==> src/rtl/seg7_scan_decoder_pkg.sv <==
// ---------------------------------------------------------------------------
// seg7_scan_decoder_pkg
// Shared definitions for the 7-segment scan decoder:
//   - active-low glyph table (hex 0..F plus blank), bit 6 = g ... bit 0 = a;
//     the hex encoder imports the same constants so both ends agree
//   - stability FSM state encoding
//   - select-line helper function
// ---------------------------------------------------------------------------
package seg7_scan_decoder_pkg;

  localparam logic [6:0] GLYPH_0     = 7'h40;
  localparam logic [6:0] GLYPH_1     = 7'h79;
  localparam logic [6:0] GLYPH_2     = 7'h24;
  localparam logic [6:0] GLYPH_3     = 7'h30;
  localparam logic [6:0] GLYPH_4     = 7'h19;
  localparam logic [6:0] GLYPH_5     = 7'h12;
  localparam logic [6:0] GLYPH_6     = 7'h02;
  localparam logic [6:0] GLYPH_7     = 7'h78;
  localparam logic [6:0] GLYPH_8     = 7'h00;
  localparam logic [6:0] GLYPH_9     = 7'h18;
  localparam logic [6:0] GLYPH_A     = 7'h08;
  localparam logic [6:0] GLYPH_B     = 7'h03;
  localparam logic [6:0] GLYPH_C     = 7'h46;
  localparam logic [6:0] GLYPH_D     = 7'h21;
  localparam logic [6:0] GLYPH_E     = 7'h06;
  localparam logic [6:0] GLYPH_F     = 7'h0E;
  localparam logic [6:0] GLYPH_BLANK = 7'h7F;

  typedef enum logic [0:0] {
    ST_SETTLE = 1'b0,
    ST_HELD   = 1'b1
  } scan_state_t;

  // Number of low (active) lines in a select vector padded to 8 bits with ones.
  function automatic logic [3:0] count_low8(input logic [7:0] v);
    logic [3:0] n;
    n = 4'd0;
    for (int i = 0; i < 8; i++) begin
      if (!v[i]) n = n + 4'd1;
      else       n = n;
    end
    return n;
  endfunction

endpackage

==> src/rtl/seg7_pattern_decode.sv <==
// ---------------------------------------------------------------------------
// seg7_pattern_decode
// Purely combinational glyph decoder for an active-low 7-segment pattern.
// Ports:
//   pattern in  [6:0] : active-low segments, bit 6 = g ... bit 0 = a
//   nibble  out [3:0] : hex value of a legal glyph (0 otherwise)
//   legal   out       : pattern is one of the 16 hex glyphs
//   blank   out       : pattern is all segments off
// ---------------------------------------------------------------------------
module seg7_pattern_decode
  import seg7_scan_decoder_pkg::*;
(
  input  logic [6:0] pattern,
  output logic [3:0] nibble,
  output logic       legal,
  output logic       blank
);

  // Glyph table lookup; anything not in the table is neither legal nor blank.
  always_comb begin
    nibble = 4'h0;
    legal  = 1'b1;
    blank  = 1'b0;
    case (pattern)
      GLYPH_0:     nibble = 4'h0;
      GLYPH_1:     nibble = 4'h1;
      GLYPH_2:     nibble = 4'h2;
      GLYPH_3:     nibble = 4'h3;
      GLYPH_4:     nibble = 4'h4;
      GLYPH_5:     nibble = 4'h5;
      GLYPH_6:     nibble = 4'h6;
      GLYPH_7:     nibble = 4'h7;
      GLYPH_8:     nibble = 4'h8;
      GLYPH_9:     nibble = 4'h9;
      GLYPH_A:     nibble = 4'hA;
      GLYPH_B:     nibble = 4'hB;
      GLYPH_C:     nibble = 4'hC;
      GLYPH_D:     nibble = 4'hD;
      GLYPH_E:     nibble = 4'hE;
      GLYPH_F:     nibble = 4'hF;
      GLYPH_BLANK: begin
        legal = 1'b0;
        blank = 1'b1;
      end
      default:     legal = 1'b0;
    endcase
  end

endmodule

==> src/rtl/seg7_scan_decoder.sv <==
// ---------------------------------------------------------------------------
// seg7_scan_decoder
// Watches a multiplexed active-low 7-segment bus, waits for each digit's
// (segments, select) pair to be stable for STABLE_CYCLES samples, decodes
// the glyph and publishes a coherent frame once every digit was captured.
// Ports:
//   clk, reset         : clock, asynchronous active-high reset
//   seg [6:0]          : active-low segments (bit 6 = g ... bit 0 = a)
//   digit_sel          : active-low digit selects, one-hot-low when valid
//   digit_value        : live decoded nibble per digit, digit i at [4i+3:4i]
//   digit_valid        : last capture of digit i was a legal hex glyph
//   frame_value        : snapshot of digit_value when all digits captured
//   frame_stb          : one-cycle pulse when frame_value updates
//   pattern_err        : one-cycle pulse on capture of an illegal pattern
//   sel_err            : one-cycle pulse when multiple selects first go low
// ---------------------------------------------------------------------------
module seg7_scan_decoder
  import seg7_scan_decoder_pkg::*;
#(
  parameter int DIGITS        = 4,
  parameter int STABLE_CYCLES = 4
) (
  input  logic                  clk,
  input  logic                  reset,
  input  logic [6:0]            seg,
  input  logic [DIGITS-1:0]     digit_sel,
  output logic [4*DIGITS-1:0]   digit_value,
  output logic [DIGITS-1:0]     digit_valid,
  output logic [4*DIGITS-1:0]   frame_value,
  output logic                  frame_stb,
  output logic                  pattern_err,
  output logic                  sel_err
);

  localparam int             CW      = $clog2(STABLE_CYCLES + 1);
  localparam logic [CW-1:0]  CNT_MAX = CW'(STABLE_CYCLES);
  localparam logic [CW-1:0]  CNT_PRE = CW'(STABLE_CYCLES - 1);

  logic [6:0]           seg_r, seg_prev_r;
  logic [DIGITS-1:0]    sel_r, sel_prev_r;
  logic [CW-1:0]        cnt_r, cnt_next_s;
  scan_state_t          state_r, state_next_s;
  logic [4*DIGITS-1:0]  value_r, value_next_s, frame_r;
  logic [DIGITS-1:0]    valid_r, valid_next_s, mask_r, mask_next_s;
  logic                 frame_stb_r, pattern_err_r, sel_err_r;

  logic [7:0]           sel_pad_s, sel_prev_pad_s;
  logic                 one_low_s, multi_s, multi_prev_s, same_s;
  logic                 capture_s, perr_next_s, frame_done_s;
  logic [3:0]           nibble_s;
  logic                 legal_s, blank_s;

  seg7_pattern_decode u_decode (
    .pattern (seg_r),
    .nibble  (nibble_s),
    .legal   (legal_s),
    .blank   (blank_s)
  );

  // Select classification; unused upper lanes are padded as inactive (high).
  always_comb begin
    sel_pad_s                   = 8'hFF;
    sel_pad_s[DIGITS-1:0]       = sel_r;
    sel_prev_pad_s              = 8'hFF;
    sel_prev_pad_s[DIGITS-1:0]  = sel_prev_r;
    one_low_s    = (count_low8(sel_pad_s) == 4'd1);
    multi_s      = (count_low8(sel_pad_s) > 4'd1);
    multi_prev_s = (count_low8(sel_prev_pad_s) > 4'd1);
    same_s       = (seg_r == seg_prev_r) && (sel_r == sel_prev_r);
  end

  // Input stage plus one-sample history used for change detection.
  always_ff @(posedge clk or posedge reset) begin
    if (reset) begin
      seg_r      <= GLYPH_BLANK;
      sel_r      <= {DIGITS{1'b1}};
      seg_prev_r <= GLYPH_BLANK;
      sel_prev_r <= {DIGITS{1'b1}};
    end else begin
      seg_r      <= seg;
      sel_r      <= digit_sel;
      seg_prev_r <= seg_r;
      sel_prev_r <= sel_r;
    end
  end

  // FSM state register.
  always_ff @(posedge clk or posedge reset) begin
    if (reset) state_r <= ST_SETTLE;
    else       state_r <= state_next_s;
  end

  // FSM next state: HELD blocks recapture until the pair changes or goes invalid.
  always_comb begin
    state_next_s = state_r;
    case (state_r)
      ST_SETTLE: begin
        if (capture_s) state_next_s = ST_HELD;
        else           state_next_s = ST_SETTLE;
      end
      ST_HELD: begin
        if (!same_s || !one_low_s) state_next_s = ST_SETTLE;
        else                       state_next_s = ST_HELD;
      end
      default: state_next_s = ST_SETTLE;
    endcase
  end

  // FSM outputs: stability count (saturating) and the capture strobe.
  always_comb begin
    if (!one_low_s)            cnt_next_s = {CW{1'b0}};
    else if (!same_s)          cnt_next_s = CW'(1);
    else if (cnt_r == CNT_MAX) cnt_next_s = cnt_r;
    else                       cnt_next_s = cnt_r + CW'(1);
    capture_s = (state_r == ST_SETTLE) && one_low_s && same_s && (cnt_r == CNT_PRE);
  end

  // Stability counter register.
  always_ff @(posedge clk or posedge reset) begin
    if (reset) cnt_r <= {CW{1'b0}};
    else       cnt_r <= cnt_next_s;
  end

  // Capture datapath: update the selected digit and the captured mask.
  always_comb begin
    value_next_s = value_r;
    valid_next_s = valid_r;
    mask_next_s  = mask_r;
    perr_next_s  = 1'b0;
    for (int i = 0; i < DIGITS; i++) begin
      if (capture_s && !sel_r[i]) begin
        mask_next_s[i] = 1'b1;
        if (legal_s) begin
          value_next_s[4*i +: 4] = nibble_s;
          valid_next_s[i]        = 1'b1;
        end else if (blank_s) begin
          value_next_s[4*i +: 4] = 4'h0;
          valid_next_s[i]        = 1'b0;
        end else begin
          // Illegal glyph keeps the previous nibble but drops validity.
          valid_next_s[i]        = 1'b0;
          perr_next_s            = 1'b1;
        end
      end else begin
        mask_next_s[i] = mask_r[i];
      end
    end
    frame_done_s = capture_s && (&mask_next_s);
  end

  // Output registers; a completing capture snapshots the already-updated digits.
  always_ff @(posedge clk or posedge reset) begin
    if (reset) begin
      value_r       <= {(4*DIGITS){1'b0}};
      valid_r       <= {DIGITS{1'b0}};
      mask_r        <= {DIGITS{1'b0}};
      frame_r       <= {(4*DIGITS){1'b0}};
      frame_stb_r   <= 1'b0;
      pattern_err_r <= 1'b0;
      sel_err_r     <= 1'b0;
    end else begin
      value_r       <= value_next_s;
      valid_r       <= valid_next_s;
      pattern_err_r <= perr_next_s;
      sel_err_r     <= multi_s && !multi_prev_s;
      frame_stb_r   <= frame_done_s;
      if (frame_done_s) begin
        frame_r <= value_next_s;
        mask_r  <= {DIGITS{1'b0}};
      end else begin
        frame_r <= frame_r;
        mask_r  <= mask_next_s;
      end
    end
  end

  assign digit_value = value_r;
  assign digit_valid = valid_r;
  assign frame_value = frame_r;
  assign frame_stb   = frame_stb_r;
  assign pattern_err = pattern_err_r;
  assign sel_err     = sel_err_r;

endmodule
==> config.mk <==
export PLATFORM = sky130hd
export DESIGN_NAME = seg7_scan_decoder
export DESIGN_NICKNAME = d
export VERILOG_FILES = /design/src/rtl/seg7_scan_decoder_pkg.sv /design/src/rtl/seg7_pattern_decode.sv /design/src/rtl/seg7_scan_decoder.sv
export SDC_FILE = /design/constraint.sdc
export NUM_CORES = 1
export LEC_CHECK = 0
export CELL_PAD_IN_SITES_DETAIL_PLACEMENT = 1
export CELL_PAD_IN_SITES_GLOBAL_PLACEMENT = 2
export CORE_MARGIN = 2
export CORE_UTILIZATION = 37
export DETAILED_ROUTE_END_ITERATION = 7
export PLACE_DENSITY_LB_ADDON = 0.1
export SYNTH_ARGS = -nofsm -noshare
export SYNTH_HDL_FRONTEND = slang
export SYNTH_SLANG_ARGS = --single-unit
export TNS_END_PERCENT = 20
==> constraint.sdc <==
create_clock -name clk -period 8.1 [get_ports clk]
set_clock_uncertainty 0.05 [all_clocks]
set_input_delay 1.62 -clock clk [delete_from_list [all_inputs] [get_ports clk]]
set_output_delay 1.62 -clock clk [all_outputs]
set_load 0.01 [all_outputs]
==> results.yml <==
status:
  status: "finished, final reports clean"
critical_path:
  worstPathCellList: "inv_1 > ha_1 > xnor2_1 > ha_1 > or4_4 > a21oi_2 > o2bb2ai_2 > nor4_1 > nand2_1 > o21ai_2 > mux2_2"
  endpoint_kind: "register"
  critPathBufInv: 1
  r2r-start: "sel_r[0]$_DFF_PP1_"
  reg2reg_to: "frame_value[13]$_DFFE_PP0P_"
  r2r_setup_slack_ns: 4.34
  slowest_delay_ns: 0.87
  required_ns: 8.33
  worstPathArrival_ns: 3.99
  reg2regPathDepth: 11
  worstSetupPathType: "reg -> reg"
  setup.worst_path.start_class: "register"
  worstPathMaxFanout: 10
  cpMaxStageDelayCell: "nor4_1"
  path_delay_family: "simple AND/OR/NAND/NOR gates"
  crit_top_cell: "ha_1"
synth:
  synth_fp_nets: 327
  synth_edf_count: 0
  synth.avg_cell_area_um2: 11.0
  synth-async-reset-ratio_pct: 100
  synth_seq_area_share_pct: 52.5
  synth-main-ff-cell: "dfrtp_1"
  synth_cell_type_count: 52
  syn_inst: 305
  syn_area_um2: 3340
  synth-warning-count: 0
  ys_ff_latch: 69
global_routing:
  antenna_found_initial: 0
  grt_util_met3_pct: 4.26
  top_usage_layer: "met2"
  grt_max_degree: 70
  overflow: 0
  grtUsageMet1_pct: 23.5
  grt.total_usage_pct: 17.1
  grt_pass1_vias: 2595
  grt_pass1_wl_um: 13200
  grtUsageMet2_pct: 25.2
placement:
  gp_congestion: 0.888
  pre_cts_ws_ns: 4.33
  port_buffers: 51
  place_hpwl_um: 5410
  placed_area_um2: 3940
timing:
  post-route-period-util_pct: 46.4
  max_freq_ghz: 0.266
  setup_slack_ns: 4.34
  final_max_slew_viol_count: 0
  rsz0062_at_grt: "no"
  hold_violations: 0
  fin_tns_setup_ns: 0
  setup_violations: 0
  worst_pin_slew_ns: 0.974
  maxSlewHeadroom_pct: 34.2
  fin_crit_ns: 3.76
cts:
  cts_hold_buffers: 0
  clk_pin_slew_ns: 0.07
  clockRootBuffer: "clkbuf_8"
  post_cts_buffers: 0
  numCtsBuffers: 9
  clk_latency_ns: 0.34
  cts.sinks: 69
  clk_path_buf_depth: 2
  h-tree-depth: 3
  cts_tree: "built"
  post_cts_resized: 0
routing:
  wl_um: 7790
  drtPass1Iterations: 4
  drt_iter0_markers: 76
  vias: 2432
  viasPerCell: 5.19
  postRouteAntennaNets: 0
  wl_per_cell_um: 16.6
  drc: 0
cells_and_area:
  area_delta_synth_final_pct: 24.7
  nFillCells: 955
  finish.utilization_pct: 47.8
  diodes: 0
  layout.nets: 378
  drive_above_1_share_pct: 24.1
  final_area_um2: 4170
power:
  power_density_nw_per_um2: 178
  p_leak_nw: 1.77
  vdd_drop_max_mv: 0.0748
  finalPower_mw: 0.743
die:
  die_w_um: 99.0
  io_pins: 52
  dieHeight_um: 99.0
  fp.coreArea_um2: 8720
  initial_utilization_pct: 38.3
  dieArea_um2: 9800
  fp-row-count: 34
job:
  drv_cap: 0
hold_path:
  hold_depth: 0
  hold_class: "reg -> reg"
  hold_path_startpoint: "sel_r[0]$_DFF_PP1_"
  worstHoldEndpoint: "sel_prev_r[0]$_DFF_PP1_"
==> state kept, by name, indices dropped and copies added, names as in the netlist <==
register,flops
frame_value,16
frame_stb,1
sel_err,1
sel_prev_r,4
pattern_err,1
cnt_r,3
sel_r,4
digit_valid,4
digit_value,16
seg_r,7
state_r,1
seg_prev_r,7
mask_r,4
==> cell usage in the layout (no fill, tap or decap), types with 3 or more instances in the layout <==
cell type,n
clkdlybuf4s50_1,51
dfrtp_1,47
inv_1,30
nand2_1,24
dfstp_2,22
mux2_2,20
nor2_1,18
xor2_1,14
ha_1,9
clkbuf_8,9
o21ai_1,8
o21ai_2,8
nand2b_1,7
nor4_1,7
a21oi_1,7
o21ai_0,6
or4_4,5
nand3_1,5
nor3_1,4
xnor2_1,4
o31ai_1,3
a21oi_2,3
==> synthesized netlist by cell type (all sizes together), types with 2 or more instances <==
| cell | n | area share (%) |
|---|---|---|
| nor4 | 9 | 2.1 |
| mux2 | 20 | 6.7 |
| or2 | 2 | 0.37 |
| nor2 | 18 | 2.0 |
| ha | 9 | 3.4 |
| nor3b | 2 | 0.45 |
| o31ai | 3 | 0.67 |
| clkbuf | 6 | 0.67 |
| o21a | 2 | 0.45 |
| nand4 | 2 | 0.37 |
| xor2 | 14 | 3.7 |
| a31oi | 2 | 0.37 |
| dfstp | 22 | 17 |
| o21ai | 22 | 4.2 |
| a21oi | 12 | 2.8 |
| xnor2 | 4 | 1.0 |
| dfrtp | 47 | 35 |
| nand3 | 5 | 0.75 |
| buf | 7 | 1.2 |
| or4 | 7 | 2.1 |
| nand2b | 7 | 1.3 |
| nor3 | 6 | 1.0 |
| inv | 31 | 3.5 |
| a211oi | 2 | 0.45 |
| o22ai | 2 | 0.37 |
| nor2b | 2 | 0.37 |
| nand2 | 24 | 2.7 |
| a22oi | 2 | 0.45 |
==> power breakdown <==
group / internal [mW] / leakage, nW / switching [mW]
Combinational: 0.0255 / 0.770 / 0.0322
Clock: 0.177 / 0.111 / 0.138
Sequential: 0.357 / 0.885 / 0.0133
==> cell families after synthesis <==
logic type | synth area share [%]
buf+inv | 5.36
xor+xnor | 4.72
compound gates | 11.9
simple gates | 15.1
flops | 52.5
mux | 7.04
fa+ha+maj | 3.37
==> stage by stage <==
| step | hold slack (ns) | cells |
|---|---|---|
| floorplan | 0.309 | 305 |
| global placement | 0.350 | 453 |
| detailed placement | 0.355 | 453 |
| CTS | 0.367 | 469 |
| global route | 0.374 | 469 |
| finish | 0.363 | 469 |
==> worst max path at each step <==
| stage | from | end | slack (ns) | cells past startpoint |
|---|---|---|---|---|
| 2_1_floorplan | sel_r[0]$_DFF_PP1_ | frame_value[12]$_DFFE_PP0P_ | 4.68 | 11 |
| 3_3_place_gp | sel_r[0]$_DFF_PP1_ | frame_value[12]$_DFFE_PP0P_ | 4.43 | 11 |
| 3_5_place_dp | sel_r[0]$_DFF_PP1_ | frame_value[12]$_DFFE_PP0P_ | 4.33 | 11 |
| 4_1_cts | sel_r[0]$_DFF_PP1_ | frame_value[12]$_DFFE_PP0P_ | 4.30 | 11 |
| 5_1_grt | sel_r[0]$_DFF_PP1_ | frame_value[12]$_DFFE_PP0P_ | 4.04 | 11 |
| 6_report | sel_r[0]$_DFF_PP1_ | frame_value[13]$_DFFE_PP0P_ | 4.34 | 11 |
==> metal layers <==
metal	routed length, µm	part of all wire (%)
met1	3680	47
met2	3610	46
met3	355	4.6
met4	148	1.9
met5	0	0
==> final cells by class <==
| class | instances | area (µm²) | area share (%) |
|---|---|---|---|
| clock buffer | 10 | 128 | 3.06 |
| inverter | 31 | 116 | 2.79 |
| clock inverter | 6 | 95.1 | 2.28 |
| timing repair buffer | 53 | 526 | 12.6 |
| tap | 108 | 135 | 3.24 |
| multi-input combinational | 192 | 1410 | 33.9 |
| sequential | 69 | 1750 | 42.1 |
Power figures use the tool's default switching activity.
